<file path="src/rtl/alu_mc.sv">
// rtl/alu_mc.sv - multicycle ALU with valid/ready handshakes, iterative shifts and shift-add multiply
module alu_mc #(
   parameter int W  = 8,
   parameter int CW = $clog2(W + 1)
) (
   input  logic          clk,
   input  logic          reset,
   input  logic          in_valid,
   output logic          in_ready,
   input  logic [W-1:0]  read1,
   input  logic [W-1:0]  read0,
   input  logic [3:0]    alu_op,
   output logic          out_valid,
   input  logic          out_ready,
   output logic [W-1:0]  result,
   output logic          branch_result,
   output logic          zero_flag,
   output logic          carry_flag
);

   localparam logic [1:0] S_IDLE = 2'd0;
   localparam logic [1:0] S_BUSY = 2'd1;
   localparam logic [1:0] S_DONE = 2'd2;

   localparam logic [3:0] OP_SLB = 4'd0;
   localparam logic [3:0] OP_ADD = 4'd1;
   localparam logic [3:0] OP_SUB = 4'd2;
   localparam logic [3:0] OP_SHL = 4'd3;
   localparam logic [3:0] OP_SHR = 4'd4;
   localparam logic [3:0] OP_BNZ = 4'd5;
   localparam logic [3:0] OP_SLT = 4'd6;
   localparam logic [3:0] OP_XOR = 4'd7;
   localparam logic [3:0] OP_AND = 4'd8;
   localparam logic [3:0] OP_OR  = 4'd9;
   localparam logic [3:0] OP_MUL = 4'd10;
   localparam logic [3:0] OP_SRA = 4'd11;

   logic [1:0]     r_state;
   logic [3:0]     r_op;
   logic [W-1:0]   r_a;
   logic [2*W-1:0] r_acc;
   logic [CW-1:0]  r_cnt;
   logic           r_sc;
   logic [W-1:0]   r_result;
   logic           r_branch;
   logic           r_zero;
   logic           r_carry;

   logic [W:0]     w_add;
   logic [W:0]     w_sub;
   logic [CW-1:0]  w_cnt;
   logic           w_is_shift;
   logic [W-1:0]   w_res;
   logic           w_br;
   logic           w_cy;
   logic [W:0]     w_step;
   logic [2*W-1:0] w_acc_next;
   logic [W-1:0]   w_sh_next;
   logic           w_sh_out;
   logic           w_last;

   assign w_add      = {1'b0, read1} + {1'b0, read0};
   assign w_sub      = {1'b0, read1} - {1'b0, read0};
   assign w_cnt      = (read0 >= W'(W)) ? CW'(W) : read0[CW-1:0];
   assign w_is_shift = (alu_op == OP_SHL) || (alu_op == OP_SHR) || (alu_op == OP_SRA);
   assign w_last     = (r_cnt == CW'(1));

   always_comb begin
      w_res = '0;
      w_br  = 1'b0;
      w_cy  = 1'b0;
      case (alu_op)
         OP_SLB: w_res = {read1[W-1:W/2], read0[W/2-1:0]};
         OP_ADD: begin
            w_res = w_add[W-1:0];
            w_cy  = w_add[W];
         end
         OP_SUB: begin
            w_res = w_sub[W-1:0];
            w_cy  = w_sub[W];
         end
         // Only reached with a zero shift count; nonzero counts iterate in BUSY.
         OP_SHL, OP_SHR, OP_SRA: w_res = read1;
         OP_BNZ: w_br  = |read1;
         OP_SLT: w_res = {{(W-1){1'b0}}, (read1 < read0)};
         OP_XOR: w_res = read1 ^ read0;
         OP_AND: w_res = read1 & read0;
         OP_OR:  w_res = read1 | read0;
         default: ;
      endcase
   end

   // Shift-add step: low half holds the remaining multiplier bits, high half the partial sum.
   assign w_step     = {1'b0, r_acc[2*W-1:W]} + (r_acc[0] ? {1'b0, r_a} : {(W+1){1'b0}});
   assign w_acc_next = {w_step, r_acc[W-1:1]};

   always_comb begin
      w_sh_next = r_a;
      w_sh_out  = 1'b0;
      case (r_op)
         OP_SHL: begin
            w_sh_next = {r_a[W-2:0], 1'b0};
            w_sh_out  = r_a[W-1];
         end
         OP_SHR:  w_sh_next = {1'b0, r_a[W-1:1]};
         OP_SRA:  w_sh_next = {r_a[W-1], r_a[W-1:1]};
         default: ;
      endcase
   end

   always_ff @(posedge clk) begin
      if (reset) begin
         r_state  <= S_IDLE;
         r_op     <= '0;
         r_a      <= '0;
         r_acc    <= '0;
         r_cnt    <= '0;
         r_sc     <= 1'b0;
         r_result <= '0;
         r_branch <= 1'b0;
         r_zero   <= 1'b0;
         r_carry  <= 1'b0;
      end else begin
         case (r_state)
            S_IDLE: begin
               if (in_valid) begin
                  r_op  <= alu_op;
                  r_a   <= read1;
                  r_acc <= {{W{1'b0}}, read0};
                  r_sc  <= 1'b0;
                  if (alu_op == OP_MUL) begin
                     r_cnt   <= CW'(W);
                     r_state <= S_BUSY;
                  end else if (w_is_shift && (w_cnt != '0)) begin
                     r_cnt   <= w_cnt;
                     r_state <= S_BUSY;
                  end else begin
                     r_result <= w_res;
                     r_branch <= w_br;
                     r_zero   <= (w_res == '0);
                     r_carry  <= w_cy;
                     r_state  <= S_DONE;
                  end
               end
            end
            S_BUSY: begin
               r_cnt <= r_cnt - CW'(1);
               if (r_op == OP_MUL) begin
                  r_acc <= w_acc_next;
                  if (w_last) begin
                     r_result <= w_acc_next[W-1:0];
                     r_branch <= 1'b0;
                     r_zero   <= (w_acc_next[W-1:0] == '0);
                     r_carry  <= |w_acc_next[2*W-1:W];
                     r_state  <= S_DONE;
                  end
               end else begin
                  r_a  <= w_sh_next;
                  r_sc <= r_sc | w_sh_out;
                  if (w_last) begin
                     r_result <= w_sh_next;
                     r_branch <= 1'b0;
                     r_zero   <= (w_sh_next == '0);
                     r_carry  <= r_sc | w_sh_out;
                     r_state  <= S_DONE;
                  end
               end
            end
            S_DONE: begin
               if (out_ready) begin
                  r_state <= S_IDLE;
               end
            end
            default: r_state <= S_IDLE;
         endcase
      end
   end

   assign in_ready      = (r_state == S_IDLE);
   assign out_valid     = (r_state == S_DONE);
   assign result        = r_result;
   assign branch_result = r_branch;
   assign zero_flag     = r_zero;
   assign carry_flag    = r_carry;

endmodule

</file>
<file path="config.mk">
export PLATFORM = sky130hd
export DESIGN_NAME = alu_mc
export DESIGN_NICKNAME = d
export VERILOG_FILES = /design/src/rtl/alu_mc.sv
export SDC_FILE = /design/constraint.sdc
export NUM_CORES = 1
export LEC_CHECK = 0
export BUFFER_PORTS_ARGS = -buffer_cell sky130_fd_sc_hd__buf_2
export CAP_MARGIN = 10
export CELL_PAD_IN_SITES_DETAIL_PLACEMENT = 1
export CELL_PAD_IN_SITES_GLOBAL_PLACEMENT = 2
export CORE_MARGIN = 2
export CORE_UTILIZATION = 38
export CTS_CLUSTER_DIAMETER = 200
export DETAILED_ROUTE_END_ITERATION = 16
export PLACE_DENSITY = 0.91
export SLEW_MARGIN = 40
export SYNTH_ARGS = -nofsm -noshare
export SYNTH_HDL_FRONTEND = slang
export SYNTH_SLANG_ARGS = --single-unit
</file>
<file path="constraint.sdc">
create_clock -name clk -period 4.96 [get_ports clk]
set_clock_uncertainty 0.2 [all_clocks]
set_input_delay 0.496 -clock clk [delete_from_list [all_inputs] [get_ports clk]]
set_output_delay 0.496 -clock clk [all_outputs]
set_load 0.02 [all_outputs]
</file>
==> results.md, run 1 <==
Clock network:
- The post-CTS setup buffer count is 0.
- The depth of the CTS H-tree is 2.
- TritonCTS built the clock tree.
- The post-cts hold buffer count is 0.
- The quantity of gates resized following cts is 0.
- The clock sink count is between 40 and 50.
- The tree is rooted in a clkbuf_8.
- No sink is reached through more buffers than the 2 on the longest clock path.
- After clock tree synthesis, the clock-pin slew on the worst setup and hold paths is 0.09 ns.
- The clock latency on the worst-skew pair is 0.32 ns.
- The number of clock buffers added by TritonCTS is 5.

Worst setup path:
- The worst setup path is launched from a primary input.
- STA classifies the critical path endpoint as a flip-flop.
- At the worst endpoint, the arrival time is 3.04 ns.
- The highest fanout seen on the critical path is 9.
- The type of the setup path with the least slack is in2reg.
- STA puts the critical path data required time at ~5.0 ns.

GRT:
- Global routing finished with a remaining overflow of 0.
- The wire length of the first global-routing pass is 23,960 µm.
- The initial antenna violation count was 0.
- The via count of the first global-routing pass is 4,378.
- The total track usage is 0.2579.
- The pin count of the biggest net entering global routing is 48.

Synth:
- The average instance in the mapped netlist occupies approximately 7.3 µm².
- The number of instances in the synthesized netlist is 582.
- The synthesized design contains 0 enable-type register cells.
- The post-synthesis simple-gate area fraction is 0.2852.
- The adder-cell share of the synthesized area is 0.1146.
- The synthesized design contains 46 register bits.
- The xor and xnor area share after synthesis is 0.01653.
- The combinational family with the most area after synthesis is simple AND/OR/NAND/NOR gates.
- Of the synthesized area, sequential elements account for 0.2173.
- The post-synthesis instance area is roughly 4200 µm².
- The count of synthesis-stage warnings from yosys is 0.
- The prevailing post-synth register cell is dfxtp_1.
- When the netlist entered floorplanning its net count stood at about 640.
- The portion of synthesized area spent on multiplexers is 0.03395.
- For this run, asynchronously set or reset flops after synthesis account for 0.
- The unique cell type count in the Yosys netlist is 66.
- The post-synthesis compound-gate area fraction is 0.2672.

Finish:
- The filler cells instantiated in the layout total roughly 1,400.
- The multi-input combinational cells in the finished layout cover a total of 3064 µm².
- The proportion of layout cells with a drive suffix above 1 is 0.1012.
- The final layout contains approximately 650 nets.
- At the end of the flow the core is filled with cells to 0.4250.
- The number of standard cells in the final layout excluding fillers is roughly 730.
- The register area is approximately 920 µm².
- The summed area of non-filler cells in the final layout is 4607 µm².
- The area growth from synthesis to layout is 8.710%.
- 0 antenna diodes ended up in the layout.

Timing:
- The worst slew margin relative to its limit is 0.4975.
- The slew at the pin with the worst max-slew slack is 0.7479 ns.
- Setup repair after global routing left no endpoint under its margin.
- Timing would allow up to roughly 330 MHz.
- The final-report hold violation count came to 0.
- The fraction of the cycle the final worst path needs is 0.6071.
- Counting I/O delays and the setup requirement, the final critical path takes between 3 and 4 ns.
- Setup violations remaining at the end of the flow were counted as 0.
- The final-report max-slew violation count is 0.
- For the final routed database, the setup TNS stands at 0 ns.

Floorplan:
- The full die area is 12,010 µm².
- The count of pins on the block boundary is 37.
- The x dimension of the die is about 110 µm.
- The die outline height is 109.6 µm.
- For this configuration, the core starts out at a cell density of 0.3909.
- The floorplan has 38 rows.
- The core footprint is approximately 11,000 µm².

Placed design:
- The number of buffers added on ports is 36.
- The placed instance area is 4492 µm².
- The weighted congestion at the end of routability-driven global placement is 0.9335.
- The number of placed instances, taps included, is 725.
- The detailed placement HPWL is 11,380 µm.

Routing:
- The routed via count divided by cell count is about 6.
- After detailed routing, the average wire length per cell comes to 20.37 µm.
- The via total after detailed routing is between 4,000 and 5,000.
- The number of DRC markers after the initial detailed-route iteration is 287.
- The first detailed-routing pass took 5 iterations.
- In this run the remaining antenna-violating nets after routing total 0.
- After detailed routing, the number of remaining DRC violations is 0.
- The routed design has between 10,000 and 15,000 µm of wire.

Power and ir drop:
- IR analysis of the VDD net gives a maximum drop of 0.0001344 V.
- In this run the power density over the cells is 233.0 nW/µm².
- The leakage power total is 1.877 nW.

Status:
- The flow ran to the end, and the final reports show no timing, DRC or antenna violations.

Flow run:
- The max-cap check violation count is 0.

Worst hold path:
- The tightest min-delay check is of the reg2reg type.
==> cell type report <==
class / instances / share of cell area
clock inverter: 1 / 0.006518
clock buffer: 7 / 0.01657
sequential: 46 / 0.1999
tap: 140 / 0.03802
multi-input combinational: 465 / 0.6651
timing repair buffer: 40 / 0.04617
inverter: 34 / 0.02770
==> metrics by stage <==
step / hold slack [ns] / setup slack, ns / power (mW)
finish: 0.2818 / 1.949 / 1.074
global route: 0.3189 / 1.748 / 1.130
global placement: 0.2594 / 1.642 / 0.7738
CTS: 0.2867 / 1.978 / 1.073
floorplan: 0.2522 / 2.195 / 0.6673
detailed placement: 0.2746 / 1.654 / 0.7845
==> worst max-delay path, stage by stage <==
cell	delay, ns
buf_2	0.22
inv_1	0.07
ha_1	0.35
a211oi_2	0.30
nor2_1	0.12
a221o_1	0.36
a221oi_1	0.41
nand2_1	0.10
nor4_1	0.28
nand3_1	0.12
o32ai_1	0.22
==> flip-flops by register name, summed over array words and instances (netlist names) <==
register and flops:
branch_result 1, carry_flag 1, r_a 8, r_acc 16, r_cnt 4, r_op 4
r_sc 1, r_state 2, result 8, zero_flag 1
==> cell usage in the layout, fill, tap and decap left out, types with 5 or more instances in the layout <==
cell type	synthesis	layout
a311oi_1	11	11
and2_1	12	12
xnor2_1	6	6
a31oi_1	5	5
nand4_1	5	5
nand2b_1	13	13
nor3b_1	5	5
nand3_1	18	18
dfxtp_1	46	46
buf_4	0	5
or3_1	7	7
a21oi_1	41	41
a211oi_1	12	12
nand2_1	63	63
a22oi_1	7	7
o21ai_0	21	21
o22ai_1	13	12
buf_2	8	35
nor3_1	22	22
ha_1	34	34
clkbuf_8	0	5
o211ai_1	10	10
inv_1	33	33
nor4_1	8	8
nor2_1	61	61
a221o_1	5	5
nor2b_1	14	13
mux2i_1	11	11
==> metal layers <==
metal | wire, µm | global-route usage | up-vias
met1 | 6967 | 0.3538 | 2202
met2 | 7070 | 0.4308 | 99
met5 | 0 | 0 | -
li1 | - | - | 2134
met3 | 652 | 0.03142 | 16
met4 | 243 | 0.05967 | 0
==> kinds of logic after synthesis <==
logic type / count (synthesis)
DFF: 46
muxes: 14
AOI/OAI and AO/OA: 164
xor gates and xnor gates: 8
buffers and inverters: 71
and+or+nand+nor: 242
adders and majority gates: 37
==> path summary, 6_finish.rpt <==
check	from	endpoint	slack (ns)	cells past startpoint
worst min register to register	r_acc[12]	r_acc[12]	0.28	2
worst min-delay path	r_acc[12]	r_acc[12]	0.28	2
worst max-delay path	read1[1]	zero_flag	1.95	11
worst max register to register	r_acc[0]	carry_flag	2.06	9
==> cell usage after synthesis (6+ instances only) <==
master / count / area [µm²]
nand2_1: 63 / 236.5
nor2_1: 61 / 229.0
dfxtp_1: 46 / 920.9
a21oi_1: 41 / 205.2
ha_1: 34 / 425.4
inv_1: 33 / 123.9
clkbuf_1: 28 / 105.1
nor3_1: 22 / 110.1
o21ai_0: 21 / 105.1
nand3_1: 18 / 90.09
nor2b_1: 14 / 87.58
nand2b_1: 13 / 81.33
o22ai_1: 13 / 81.33
a211oi_1: 12 / 90.09
and2_1: 12 / 75.07
a311oi_1: 11 / 96.34
mux2i_1: 11 / 110.1
o211ai_1: 10 / 75.07
buf_2: 8 / 40.04
nor4_1: 8 / 50.05
a22oi_1: 7 / 52.55
or3_1: 7 / 43.79
xnor2_1: 6 / 52.55
==> power breakdown <==
part           total [mW]  switching [mW]  internal, mW
Clock               0.292           0.141         0.151
Combinational       0.353           0.225         0.128
Sequential          0.428          0.0323         0.396
Total                1.07           0.398         0.676
No activity file was read; power rests on OpenSTA's default activity.
==> run 2, diff against run 1 <==
- ABC_AREA: default -> 1
- CORE_UTILIZATION: 38 -> 33
- PLACE_DENSITY: 0.91 -> 0.86
- clock period: 4.96 -> 2.9 ns (I/O delays scaled with it)
==> run 2 against run 1 <==
Compared with the run above:
- first-iteration DRC count down 6.3%
- global-route usage down 3.0 points
- hold slack worse by 0.18 ns
==> results.md, run 2 <==
Worst setup path:
- The beginning of the critical path is r_acc[0].
- The dominant delay contributor by cell family on the critical path is adder cells.
- The critical path startpoint category is a flip-flop.
- The worst endpoint data arrival time is 2.51 ns (-0.53 ns).
- The critical path endpoint category is a flip-flop.
- The worst-case register-to-register setup slack is 0.39 ns (-1.67 ns).
- Following the worst setup path forward leads to its endpoint at carry_flag.
- The signal on the critical path passes through nand2_1 -> inv_1 -> ha_1 -> inv_1 -> fa_1 -> o21ai_1 -> xnor2_1 -> nand3_1 -> nor2_1 -> nand3_1 -> nand2_1 -> nand3_1 -> nand2_1 -> inv_1.
- The largest incremental delay on the critical path was 0.47 ns (+0.06 ns).
- The required arrival time at the worst endpoint is 2.90 ns (-2.09 ns).
- The buffering stage count on the worst path with inverters included is 3 (+1).
- The worst flop-to-flop path startpoint is r_acc[0].
- The largest individual stage delay along the critical path comes from the cell dfxtp_1.
- The end of the worst register-to-register path is carry_flag.
- The critical path in this run is classified as reg2reg.
- The highest fanout seen on the critical path is 9 (unchanged).
- The depth of the worst register-to-register path was 14 (+5).
- The number of stages on the worst setup path is 14 (+3).

Clock network:
- The depth of the CTS H-tree is 2 (unchanged).
- The number of buffers added by the clock tree synthesis step was 5 (unchanged).
- The clock sink count was 46 (unchanged).
- The clock slew at the register clock pins of the worst setup and hold paths was 0.07 ns (-0.02 ns).
- The cell chosen for the clock root is clkbuf_16.
- The maximum root-to-sink buffer count is 2 (unchanged).
- The TritonCTS clock tree is built.
- The clock latency on the worst-skew pair is 0.30 ns (-0.02 ns).
- The post-CTS setup buffer count is 0 (unchanged).

Routing:
- The per-cell routed wire length is 17.28 µm (-15%).
- The number of DRC markers after the initial detailed-route iteration is 269 (-6.3%).
- The via total after detailed routing is 4,619 (+3.8%).
- The number of detailed-route iterations in the first pass came to 5 (unchanged).
- The routed length on met1 was 7165 µm (+2.8%).
- The count of unresolved DRC violations after routing was 0 (unchanged).
- The sum of met3 wire segment lengths after detailed routing was 541 µm (-17%).
- The top metal layer carrying routed signals is met4.
- The remaining antenna violation count after routing is 0 (unchanged).
- The routed via count divided by cell count is 5.172 (-15%).
- The total wirelength of the detailed-routed design is 15,430 µm (+3.3%).
- The detailed-routed wire length on met2 is 7325 µm (+3.6%).

Power and ir drop:
- The worst IR drop on VDD is 0.0002347 V (+75%).
- The areal power density over the cells is 487.8 nW/µm² (+110%).
- The leakage power total came to 2.369 nW (+26%).

Synth:
- In the post-synthesis netlist, the biggest area contributors are dfxtp_1 22%, nand2_1 17%, ha_1 10%.
- The commonest cells after synthesis are 195 x nand2_1, 80 x inv_1, 73 x nor2_1.
- The share of cell area taken by muxes after synthesis is 0 (-0.03395).
- The most instantiated library cell after synthesis is nand2_1.
- The number of instances in the synthesized netlist came to 693 (+19%).
- The cell type with the highest aggregate area in the netlist is dfxtp_1.
- The count of synthesis-stage warnings from yosys is 0 (unchanged).
- The average footprint of a synthesized cell was 6.131 µm² (-16%).
- The proportion of synthesized flip-flops having asynchronous set or reset is 0 (unchanged).
- The post-synthesis simple-gate area fraction came to 0.3660 (+0.08081).
- The adder-cell share of the synthesized area is 0.1143 (-0.0003036).
- The sequential cell area fraction in the yosys report is 0.2167 (-0.0005759).
- The xor and xnor area share after synthesis came to 0.01443 (-0.002105).
- The unique cell type count in the Yosys netlist was 45 (-32%).
- The combinational family with the most area after synthesis is simple AND/OR/NAND/NOR gates.
- The prevailing post-synth register cell is dfxtp_1.
- The area share of the leading cell type in the synthesized netlist is 0.2167 (-0.0005759).
- The number of nets in the synthesized netlist was 754 (+17%).
- The number of enable-type register cells in the synthesized netlist was 0 (unchanged).
- The register bit total from synthesis was 46 (unchanged).
- The post-synthesis instance area is 4249 µm² (+0.27%).
- The post-synthesis compound-gate area fraction is 0.1746 (-0.09258).

Floorplan:
- The x dimension of the die is 117.5 µm (+7.2%).
- The standard-cell row count was 41 (+7.9%).
- The starting density of the core is 0.3367 (-0.05422).
- The count of pins on the block boundary is 37 (unchanged).
- The full die area is 13,800 µm² (+15%).
- The die outline height is 117.5 µm (+7.2%).
- The core footprint came to 12,620 µm² (+16%).

Worst hold path:
- The worst hold path belongs to the class in2reg.

Timing:
- The maximum achievable frequency is 398.8 MHz.
- The setup-violating endpoint count in the final report is 0 (unchanged).
- The routed design could run at a clock period as short as 2.508 ns.
- The sum of negative setup slack was 0 ns (unchanged).
- The final-report hold violation count is 0 (unchanged).
- The final hold slack is 0.09987 ns (-0.1819 ns).
- The fraction of the cycle the final worst path needs is 0.8647.
- The final-report max-slew violation count was 0 (unchanged).
- Setup repair after global routing left no endpoint under its margin.
- The slew at the pin with the worst max-slew slack is 0.5921 ns (-0.1558 ns).
- The worst slew margin relative to its limit is 0.6038 (+0.1063).

Finish:
- The layout net count is 781 (+20%).
- The number of flip-flops under the largest register name is 16 (unchanged).
- The number of fill cells is 1,732 (+25%).
- The most frequent standard cell in the layout excluding fill and tap cells is nand2_1.
- The final core area utilization is 0.3727 (-0.05228).
- The proportion of layout cells with a drive suffix above 1 came to 0.1262 (+0.02503).
- The register area is 920.9 µm² (unchanged).
- The library cells used most frequently in the layout, excluding fill and tap cells, are 195 x nand2_1, 80 x inv_1, 73 x nor2_1, 51 x nand3_1, 46 x dfxtp_1.
- The antenna diode count is 0 (unchanged).
- The summed area of non-filler cells in the final layout was 4703 µm² (+2.1%).
- r_acc holds more flip-flops than any other register.
- The area used by multi-input combinational logic is 2844 µm² (-7.2%).
- The area growth from synthesis to layout is 10.69%.

GRT:
- The initial antenna violation count came to 0 (unchanged).
- The via count of the first global-routing pass is 4,761 (+8.7%).
- The residual overflow from global routing is 0 (unchanged).
- The wire length of the first global-routing pass is 25,360 µm (+5.8%).
- The pin count of the biggest net entering global routing is 33 (-31%).
- The total track usage is 0.2277 (-0.03021).

Status:
- The run finished with clean final reports.

Placed design:
- The weighted congestion at the end of routability-driven global placement came to 0.9023 (-3.3%).
- The placed instance area is 4538 µm² (+1.0%).
- The number of buffers added on ports was 36 (unchanged).
- The detailed placement HPWL came to 12,540 µm (+10%).

Flow run:
- The max-cap check violation count is 0 (unchanged).
[run 2: cell count changes in the layout (fill, tap and decap cells not counted), sizes merged, moves of 12 or more]
cell    change
nand2     +141
inv        +60
nand3      +35
o21ai      +29
nor2       +24
nor3       -18
nor2b      -14
nand2b     -13
and2       -12
[run 2: per-stage QoR]
stage | cells | setup WS (ns) | power (mW)
CTS | 893 | 0.2723 | 2.308
detailed placement | 885 | 0.2743 | 1.629
global route | 893 | 0.06262 | 2.446
global placement | 885 | 0.3078 | 1.608
floorplan | 693 | 0.4810 | 1.384
finish | 893 | 0.3925 | 2.294
[run 2: worst register-to-register path, cell delays in order (launching register included)]
cell and delay, ns:
dfxtp_1 0.47, nand2_1 0.08, inv_1 0.06, ha_1 0.16
inv_1 0.06, fa_1 0.41, o21ai_1 0.27, xnor2_1 0.18
nand3_1 0.11, nor2_1 0.11, nand3_1 0.08, nand2_1 0.06
nand3_1 0.06, nand2_1 0.06, inv_1 0.04
[run 2: metal layers]
metal  up-vias  GRT usage
li1       2292          -
met1      2206     0.2985
met2        97     0.3882
met3        24    0.02859
met4         0    0.07380
met5         -          0
[run 2: final cells by class]
cell class / instances / area share
Inverter: 94 / 0.07555
Tap cell: 172 / 0.04576
Clock inverter: 3 / 0.008513
Sequential cell: 46 / 0.1958
Clock buffer: 5 / 0.02660
Timing Repair Buffer: 39 / 0.04310
Multi-Input combinational cell: 534 / 0.6047
[run 2: timing repair]
item,4_1_cts,5_1_grt
resized for setup,0,1
hold buffers,0,0
endpoints found under the setup margin,0,1
[run 2: worst min path at each step]
| stage | startpoint | end | slack (ns) | cells past startpoint |
|---|---|---|---|---|
| 4_1_cts | out_ready | r_state[1] | 0.10 | 4 |
| 5_1_grt | out_ready | r_state[1] | 0.12 | 4 |
| 3_5_place_dp | r_acc[11] | r_acc[11] | 0.27 | 2 |
| 6_report | out_ready | r_state[1] | 0.1 | 4 |
| 3_3_place_gp | r_acc[10] | r_acc[10] | 0.26 | 2 |
| 2_1_floorplan | reset | r_acc[9] | 0.16 | 1 |
[run 2: cells by family (layout without fill, tap and decap cells)]
group                      Yosys count  in the layout
xor gates and xnor gates             7              7
and+or+nand+nor                    360            360
DFF                                 46             46
AOI/OAI and AO/OA                  130            130
buffers and inverters              113            141
adders and majority gates           37             37
[run 2: report_power, final]
group / total, mW / switching (mW) / internal, mW / leakage (nW)
Clock: 0.672 / 0.267 / 0.404 / 0.0836
Sequential: 0.801 / 0.0850 / 0.716 / 0.379
Combinational: 0.822 / 0.567 / 0.255 / 1.91
